===== src/rtl/sram_pkg.sv =====
// Shared SRAM geometry defaults for the FIFO controller and its SRAM.
package sram_pkg;
   localparam int SRAM_WIDTH      = 8;
   localparam int SRAM_DEPTH      = 16;
   localparam int SRAM_ADDR_WIDTH = 4;
endpackage


===== src/rtl/sram_fifo.sv =====
// FIFO wrapper: controller plus the SRAM it addresses (async read port).
module sram_fifo
   import sram_pkg::*;
#(
   parameter int WIDTH      = SRAM_WIDTH,
   parameter int DEPTH      = SRAM_DEPTH,
   parameter int ADDR_WIDTH = SRAM_ADDR_WIDTH
) (
   input  logic                clk,
   input  logic                rst,
   input  logic                push,
   input  logic [WIDTH-1:0]    push_data,
   input  logic                pop,
   output logic [WIDTH-1:0]    pop_data,
   output logic                pop_valid,
   output logic                full,
   output logic                empty,
   output logic                almost_full,
   output logic [ADDR_WIDTH:0] count,
   output logic                ovf,
   output logic                udf
);

   logic                  wr_en, rd_en;
   logic [ADDR_WIDTH-1:0] wr_addr, rd_addr;
   logic [WIDTH-1:0]      wr_din, rd_dout;
   logic [WIDTH-1:0]      mem [DEPTH];

   sram_fifo_ctrl #(
      .WIDTH(WIDTH), .DEPTH(DEPTH), .ADDR_WIDTH(ADDR_WIDTH)
   ) u_ctrl (
      .clk(clk), .rst(rst), .push(push), .push_data(push_data), .pop(pop),
      .pop_data(pop_data), .pop_valid(pop_valid), .full(full), .empty(empty),
      .almost_full(almost_full), .count(count), .ovf(ovf), .udf(udf),
      .wr_en(wr_en), .wr_addr(wr_addr), .wr_din(wr_din),
      .rd_en(rd_en), .rd_addr(rd_addr), .rd_dout(rd_dout)
   );

   // SRAM write port; contents are deliberately not cleared by reset.
   always_ff @(posedge clk) begin
      if (wr_en) mem[wr_addr] <= wr_din;
   end

   // Read data is available in the same cycle as the address.
   assign rd_dout = mem[rd_addr];

endmodule


===== src/rtl/sram_fifo_ctrl.sv =====
// FIFO controller driving an external single-port-per-direction SRAM.
// Pointer, occupancy and flag logic are flat; the memory lives outside.
module sram_fifo_ctrl
   import sram_pkg::*;
#(
   parameter int WIDTH      = SRAM_WIDTH,
   parameter int DEPTH      = SRAM_DEPTH,
   parameter int ADDR_WIDTH = SRAM_ADDR_WIDTH,
   parameter int AF_LEVEL   = DEPTH - 2
) (
   input  logic                  clk,
   input  logic                  rst,
   input  logic                  push,
   input  logic [WIDTH-1:0]      push_data,
   input  logic                  pop,
   output logic [WIDTH-1:0]      pop_data,
   output logic                  pop_valid,
   output logic                  full,
   output logic                  empty,
   output logic                  almost_full,
   output logic [ADDR_WIDTH:0]   count,
   output logic                  ovf,
   output logic                  udf,
   output logic                  wr_en,
   output logic [ADDR_WIDTH-1:0] wr_addr,
   output logic [WIDTH-1:0]      wr_din,
   output logic                  rd_en,
   output logic [ADDR_WIDTH-1:0] rd_addr,
   input  logic [WIDTH-1:0]      rd_dout
);

   localparam logic [ADDR_WIDTH:0]   DEPTH_C = (ADDR_WIDTH+1)'(DEPTH);
   localparam logic [ADDR_WIDTH:0]   AF_C    = (ADDR_WIDTH+1)'(AF_LEVEL);
   localparam logic [ADDR_WIDTH-1:0] LAST_C  = ADDR_WIDTH'(DEPTH - 1);

   logic [ADDR_WIDTH-1:0] wr_ptr, rd_ptr;
   logic                  push_ok, pop_ok;

   // Flags come straight off the registered count.
   assign empty       = (count == '0);
   assign full        = (count == DEPTH_C);
   assign almost_full = (count >= AF_C);

   // Acceptance; no bypass, so an empty FIFO refuses pop even with a push.
   assign push_ok = push & ~full  & ~rst;
   assign pop_ok  = pop  & ~empty & ~rst;

   // SRAM ports are pure decode of acceptance and the current pointers.
   assign wr_en   = push_ok;
   assign wr_addr = wr_ptr;
   assign wr_din  = push_data;
   assign rd_en   = pop_ok;
   assign rd_addr = rd_ptr;

   // Pointers wrap by explicit compare so non-power-of-two depths work.
   always_ff @(posedge clk or posedge rst) begin
      if (rst) begin
         wr_ptr <= '0;
         rd_ptr <= '0;
      end else begin
         if (push_ok) wr_ptr <= (wr_ptr == LAST_C) ? '0 : wr_ptr + 1'b1;
         if (pop_ok)  rd_ptr <= (rd_ptr == LAST_C) ? '0 : rd_ptr + 1'b1;
      end
   end

   // Occupancy: simultaneous accepted push and pop cancel out.
   always_ff @(posedge clk or posedge rst) begin
      if (rst) begin
         count <= '0;
      end else begin
         case ({push_ok, pop_ok})
            2'b10:   count <= count + 1'b1;
            2'b01:   count <= count - 1'b1;
            default: count <= count;
         endcase
      end
   end

   // Read data register: capture SRAM output on the edge ending the pop.
   always_ff @(posedge clk or posedge rst) begin
      if (rst) begin
         pop_data  <= '0;
         pop_valid <= 1'b0;
      end else begin
         pop_valid <= pop_ok;
         if (pop_ok) pop_data <= rd_dout;
      end
   end

   // Sticky errors. A push against a full FIFO that is popping the same
   // cycle is treated as back-pressure, not overflow.
   always_ff @(posedge clk or posedge rst) begin
      if (rst) begin
         ovf <= 1'b0;
         udf <= 1'b0;
      end else begin
         if (push & full & ~pop_ok) ovf <= 1'b1;
         if (pop & empty)           udf <= 1'b1;
      end
   end

endmodule


===== config.mk =====
export PLATFORM = sky130hd
export DESIGN_NAME = sram_fifo
export DESIGN_NICKNAME = d
export VERILOG_FILES = /design/src/rtl/sram_pkg.sv /design/src/rtl/sram_fifo.sv /design/src/rtl/sram_fifo_ctrl.sv
export SDC_FILE = /design/constraint.sdc
export NUM_CORES = 1
export LEC_CHECK = 0
export BUFFER_PORTS_ARGS = -buffer_cell sky130_fd_sc_hd__buf_4
export CAP_MARGIN = 40
export CORE_MARGIN = 10
export CORE_UTILIZATION = 54
export CTS_CLUSTER_DIAMETER = 200
export DETAILED_ROUTE_END_ITERATION = 16
export PLACE_DENSITY = 0.74
export SYNTH_ARGS = -nofsm -noshare
export SYNTH_HDL_FRONTEND = slang
export SYNTH_SLANG_ARGS = --single-unit

===== constraint.sdc =====
create_clock -name clk -period 2.75 [get_ports clk]
set_input_delay 0.55 -clock clk [delete_from_list [all_inputs] [get_ports clk]]
set_output_delay 0.55 -clock clk [all_outputs]
set_load 0.02 [all_outputs]

* After elaboration in Yosys (flattened, before gate mapping)
Memory sizes are Yosys's and may differ from the RTL's. A register that Yosys moved wholly into a read port is not among the register bits.
Cells that the tools add are included.
Widths: inputs -> output; s select.
** Operators by class
- Bitwise logic cells :: 11
- Reductions and logical operators :: 2
- Add/subtract/negate cells :: 4
- Equal/unequal tests :: 5
- Mux-type cells :: 5
- Order comparisons :: 1
** Operators by type and width (number)
- $pmux 5 s2 :: 1
- $add 4x1->4 const B :: 2
- $eq 4x4->1 const B :: 2
- $mux 4 :: 2
- $and 1x1->1 :: 7
- $add 5x1->5 const B :: 1
- $eq 5x5->1 const B :: 1
- $ge 5x4->1 const B :: 1
- $logic_not 5->1 :: 1
- $sub 5x1->5 const B :: 1
- $not 1->1 :: 4
- $eq 2x1->1 const B :: 1
- $eq 2x2->1 const B :: 1
- $mux 1 :: 2
- $reduce_bool 2->1 :: 1
** Word-level totals
- RAM bits :: 128
- Bits in registers :: 16
- Logic and storage cells :: 35
- Memories :: 1
** Memories
- mem :: depth 16, width 8, rd ports 1, clocked after memory_dff 1, wr ports 1, line sram_fifo.sv:27 : logic [WIDTH-1:0] mem [DEPTH];

* Depth between registers and ports, before layout
- Depth in word-level cells :: 6
- Mapped depth :: 13

* By module
From an unflattened synthesis, not the netlist that was laid out.
** Unflattened totals
- Cells, all modules :: 333
- Area total of the unflattened synthesis :: 6326.1 µm²
** Modules (own cells, without submodules)
- sram_fifo :: instances 1, cells an instance 221, seq. area each 3843.7 µm², area an instance 4987.3 µm²
- sram_fifo_ctrl :: instances 1, cells an instance 112, seq. area each 600.6 µm², area an instance 1338.8 µm²

* Least setup slack after synthesis
Ideal clock, no wire load.
- Path kind :: register to register
- Start point :: reg u_ctrl.count[1]
- End point :: reg u_ctrl.count[4]
- Setup time :: 137 ps
- Setup slack :: -166 ps
- Stages on the path, launching flop included :: 14
- Data arrival time :: 2778 ps
- Path buffers :: 3
- Path through :: dfrtp_1 > buf_6 > or4_4 > o21ai_2 > buf_2 > inv_2 > ha_1 > clkbuf_1 > xor2_1 > ha_1 > and3b_1 > o21ai_0 > a31oi_1 > xor2_1
** Between the ends
- Longest elaborated chain between the ends :: 6
** Ends and longest elaborated chain
- start: declaration :: line sram_fifo_ctrl.sv:21 : output logic [ADDR_WIDTH:0] count,
- start signal: assignment :: line sram_fifo_ctrl.sv:72 : 2'b10: count <= count + 1'b1;
- start signal: assignment :: line sram_fifo_ctrl.sv:73 : 2'b01: count <= count - 1'b1;
- start signal: assignment :: line sram_fifo_ctrl.sv:74 : default: count <= count;
- $logic_not 5->1 * :: line sram_fifo_ctrl.sv:40 : assign empty = (count == '0);
- $not 1->1 * :: line sram_fifo_ctrl.sv:46 : assign pop_ok = pop & ~empty & ~rst;
- $and 1x1->1 * (2 in series) :: line sram_fifo_ctrl.sv:46
- named net rd_en :: line sram_fifo.sv:24 : logic wr_en, rd_en;
- $eq 2x1->1 or $eq 2x2->1 (tied branches) :: line sram_fifo_ctrl.sv:71 : case ({push_ok, pop_ok})
- $pmux 5 s2 or $reduce_bool 2->1 (tied branches)
Mark *: on every way through the listed nets, which the timed path passes. The rest lies on a longest branch.
A chain may end at the register's enable or synchronous reset.

* Worst setup path after layout
- Start point :: reg u_ctrl.count[0]
- End point :: reg u_ctrl.count[4]
The elaborated chain is that of the path after synthesis.

==> impl_metrics.tcl <==
set metrics [dict create \
    run_status "complete, no violations" \
    synth_top_cells_by_count "edfxtp_1, mux4_2, dfrtp_1" \
    startpoint_type "register" \
    cellLeakagePower_nw 2.607 \
    timing.fmax_mhz 385.6 \
    cp_max_fanout 9 \
    cts_made_buffers 17 \
    setup.worst_path.end_class "register" \
    netlist_top_cells_area "edfxtp_1, mux4_2, dfrtp_1, mux4_1, ha_1" \
    dominantRegCellSynth "edfxtp_1" \
    route.detailed.drc 0 \
    slew_headroom 0.5457 \
    grt_pass1_vias 3317 \
    start_util 0.5472 \
    dpl.hpwl_um 7603 \
    fraction_of_synthesis_flops_using_an_asynchronous_set_or_reset_pin 0.1579 \
    firstDrtPassIters 4 \
    netlist_area_um2 6221 \
    vdd_ir_drop_max_mv 0.8895 \
    total_power_mw 7.237 \
    hold_class "input pin to async pin" \
    wl_per_cell_um 22.01 \
    clockBufferDepth 2 \
    finalWirelength_um 11950 \
    series_of_cell_instances_along_the_critical_path "or4_4 > o21ai_4 > inv_2 > ha_2 > xor2_1 > ha_2 > and3b_1 > o21ai_1 > a31oi_1 > xor2_1" \
    boundaryPins 31 \
    grt_first_pass_wirelength_um 18810 \
    post_route_cells_drive_above_1_share 0.3000 \
    crit_path_max_incr_delay_ns 0.60 \
    drv.max_cap_violation_count 0 \
    most_frequent_cell_after_synthesis "edfxtp_1" \
    synthDominantAreaCellType "edfxtp_1" \
    tritoncts "yes" \
    timing_worst_setup_path_type "register to register" \
    min_period_over_period 0.9430 \
    synth_top_area_frac 0.6179 \
    dieHeight_um 127.3 \
    placer_s_final_routability_congestion_estimate 0.7950 \
    grt-ovfl-total 0 \
    fp.dieW_um 127.3 \
    powerDensity_nw_per_um2 997.5 \
    synth-adder-area-share 0.01609 \
    gr-usage-all-layers 0.1534 \
    antenna_found_initial 0 \
    synth_seq_cells 152 \
    cts.hold.buffers_added 0 \
    route.vias.total 3205 \
    route.detailed.vias_per_inst 5.902 \
    synth-seq-area-share 0.7144 \
    worst-slew-pin-transition_ns 0.6815 \
    cts.repair.resized 0 \
    synth.distinct_cells 44 \
    synth_compound_area_frac 0.05531 \
    die_area_um2 16210 \
    post_synth_mux_area_share 0.1348 \
    drv_slew 0 \
    insertion_delay_ns 0.41 \
    layout.nets 407 \
    pin_count_of_the_biggest_net_entering_global_routing 37 \
    report.final.hold_viol_count 0 \
    maximum_clock_skew_at_final_layout_ns 0.01012 \
    synthesis.instances 337 \
    placeable_core_region_um2 11370 \
    report.final.setup_viol 0 \
    fraction_of_the_mapped_netlist_area_in_simple_logic_gates 0.04264 \
    rows 39 \
    synth.net_count 357 \
    final.setup.tns_ns 0 \
    synthXorXnorAreaFrac 0.01126 \
    final_period_minus_worst_setup_slack_ns 2.593 \
    drt_first_iter_violations 280 \
    insertedDiodeCount 0 \
    postRouteAntennaNets 0 \
    cts-htree-levels 4 \
    timing.critical_path.arrival_ns 2.93 \
    grt_setup_unrepaired "false" \
    clock_tree.root_cell "clkbuf_16" \
    yosysWarnings 0 \
    synth_enable_flop_cells 128 \
    io_buffers 30 \
    cts_sinks 152 \
    growth_of_design_area_from_synthesis_to_finish_pct 16.63 \
    synth_top_family_by_area "multiplexers" \
    syn_avg_cell_area_um2 18.46 \
    required_time_of_the_critical_path_ns 3.09 \
    post_cts_buffers 0 \
    clk_pin_slew_ns 0.06 \
    cpMaxStageDelayCell "or4_4" \
]
cells by family (layout without fill, tap and decap cells):
logic type / count (synthesis) / in the layout
flip-flops: 152 / 152
AND/OR/NAND/NOR: 52 / 52
AO/OA/AOI/OAI: 48 / 48
multiplexers: 42 / 42
buffers and inverters: 27 / 90
adder cells (fa/ha/maj): 8 / 8
XOR/XNOR: 8 / 8
registers in the layout (all words and copies together), names as in the netlist:
name              count
u_ctrl.pop_data       8
u_ctrl.wr_addr        4
u_ctrl.ovf            1
u_ctrl.rd_addr        4
u_ctrl.udf            1
mem                 128
u_ctrl.pop_valid      1
u_ctrl.count          5
layout by cell type, fill, tap and decap left out, types with 3 or more instances in the layout:
cell | synthesis | final
inv_1 | 5 | 5
clkbuf_1 | 7 | 3
dfrtp_1 | 24 | 22
mux2i_1 | 8 | 8
nand2_1 | 8 | 8
buf_4 | 3 | 49
mux4_1 | 4 | 4
nor3_1 | 6 | 6
nor2_1 | 15 | 15
ha_1 | 8 | 6
buf_12 | 1 | 3
xor2_1 | 6 | 6
a21o_1 | 4 | 4
clkbuf_16 | 0 | 17
a211o_1 | 8 | 8
nand2b_1 | 3 | 3
clkbuf_8 | 0 | 5
mux4_2 | 28 | 28
a22o_1 | 9 | 9
nand3_1 | 3 | 3
nor2b_1 | 11 | 11
a21oi_1 | 11 | 11
clkinv_2 | 0 | 4
o21ai_1 | 3 | 4
edfxtp_1 | 128 | 128
metrics by stage:
step	std cells	hold slack (ns)	util	instance area, um2	setup WS, ns
floorplan	337	0.5654	-	6259	0.004133
global placement	511	0.4463	0.5899	6706	0.2659
CTS	543	0.2260	0.6382	7256	0.1669
global route	543	0.2420	0.6382	7256	0.02108
detailed placement	511	0.4464	0.5899	6706	0.1826
finish	543	0.2264	0.6382	7256	0.1569
routing by layer:
layer / track usage / share of wire
met5: 0 / 0
met4: 0.05291 / 0.0088
met3: 0.05459 / 0.077
met2: 0.2384 / 0.49
met1: 0.1964 / 0.42
area by class of cell:
| class | count | area, um2 |
|---|---|---|
| sequential | 152 | 4447 |
| fill | 770 | 4114 |
| multi-input combinational | 158 | 1630 |
| clock buffer | 25 | 505.5 |
| timing repair buffer | 52 | 427.9 |
| tap | 143 | 178.9 |
| clock inverter | 7 | 43.79 |
| inverter | 6 | 22.52 |
final timing paths:
check	slack [ns]	start	depth (start not counted)	to
max in group asynchronous	2.25	rst	3	u_ctrl.count[1]
setup / recovery	0.16	u_ctrl.count[0]	10	u_ctrl.count[4]
hold reg to reg	0.46	u_ctrl.udf	1	u_ctrl.udf
setup reg to reg	0.16	u_ctrl.count[0]	10	u_ctrl.count[4]
hold / removal	0.23	rst	3	u_ctrl.ovf
min in group clk	0.37	pop	2	u_ctrl.udf
worst max-delay path, delay by kind of cell, from the launching register on:
family / cells / cell delay, ns
buf+inv: 1 / 0.07
flops: 1 / 0.46
xor+xnor: 2 / 0.31
simple gates: 2 / 0.75
fa+ha+maj: 2 / 0.45
compound gates: 3 / 0.47
power by group:
part	switching [mW]	internal, mW
Clock	0.829	1.27
Combinational	1.06	1.06
Sequential	0.269	2.75
Power figures use the tool's default switching activity.
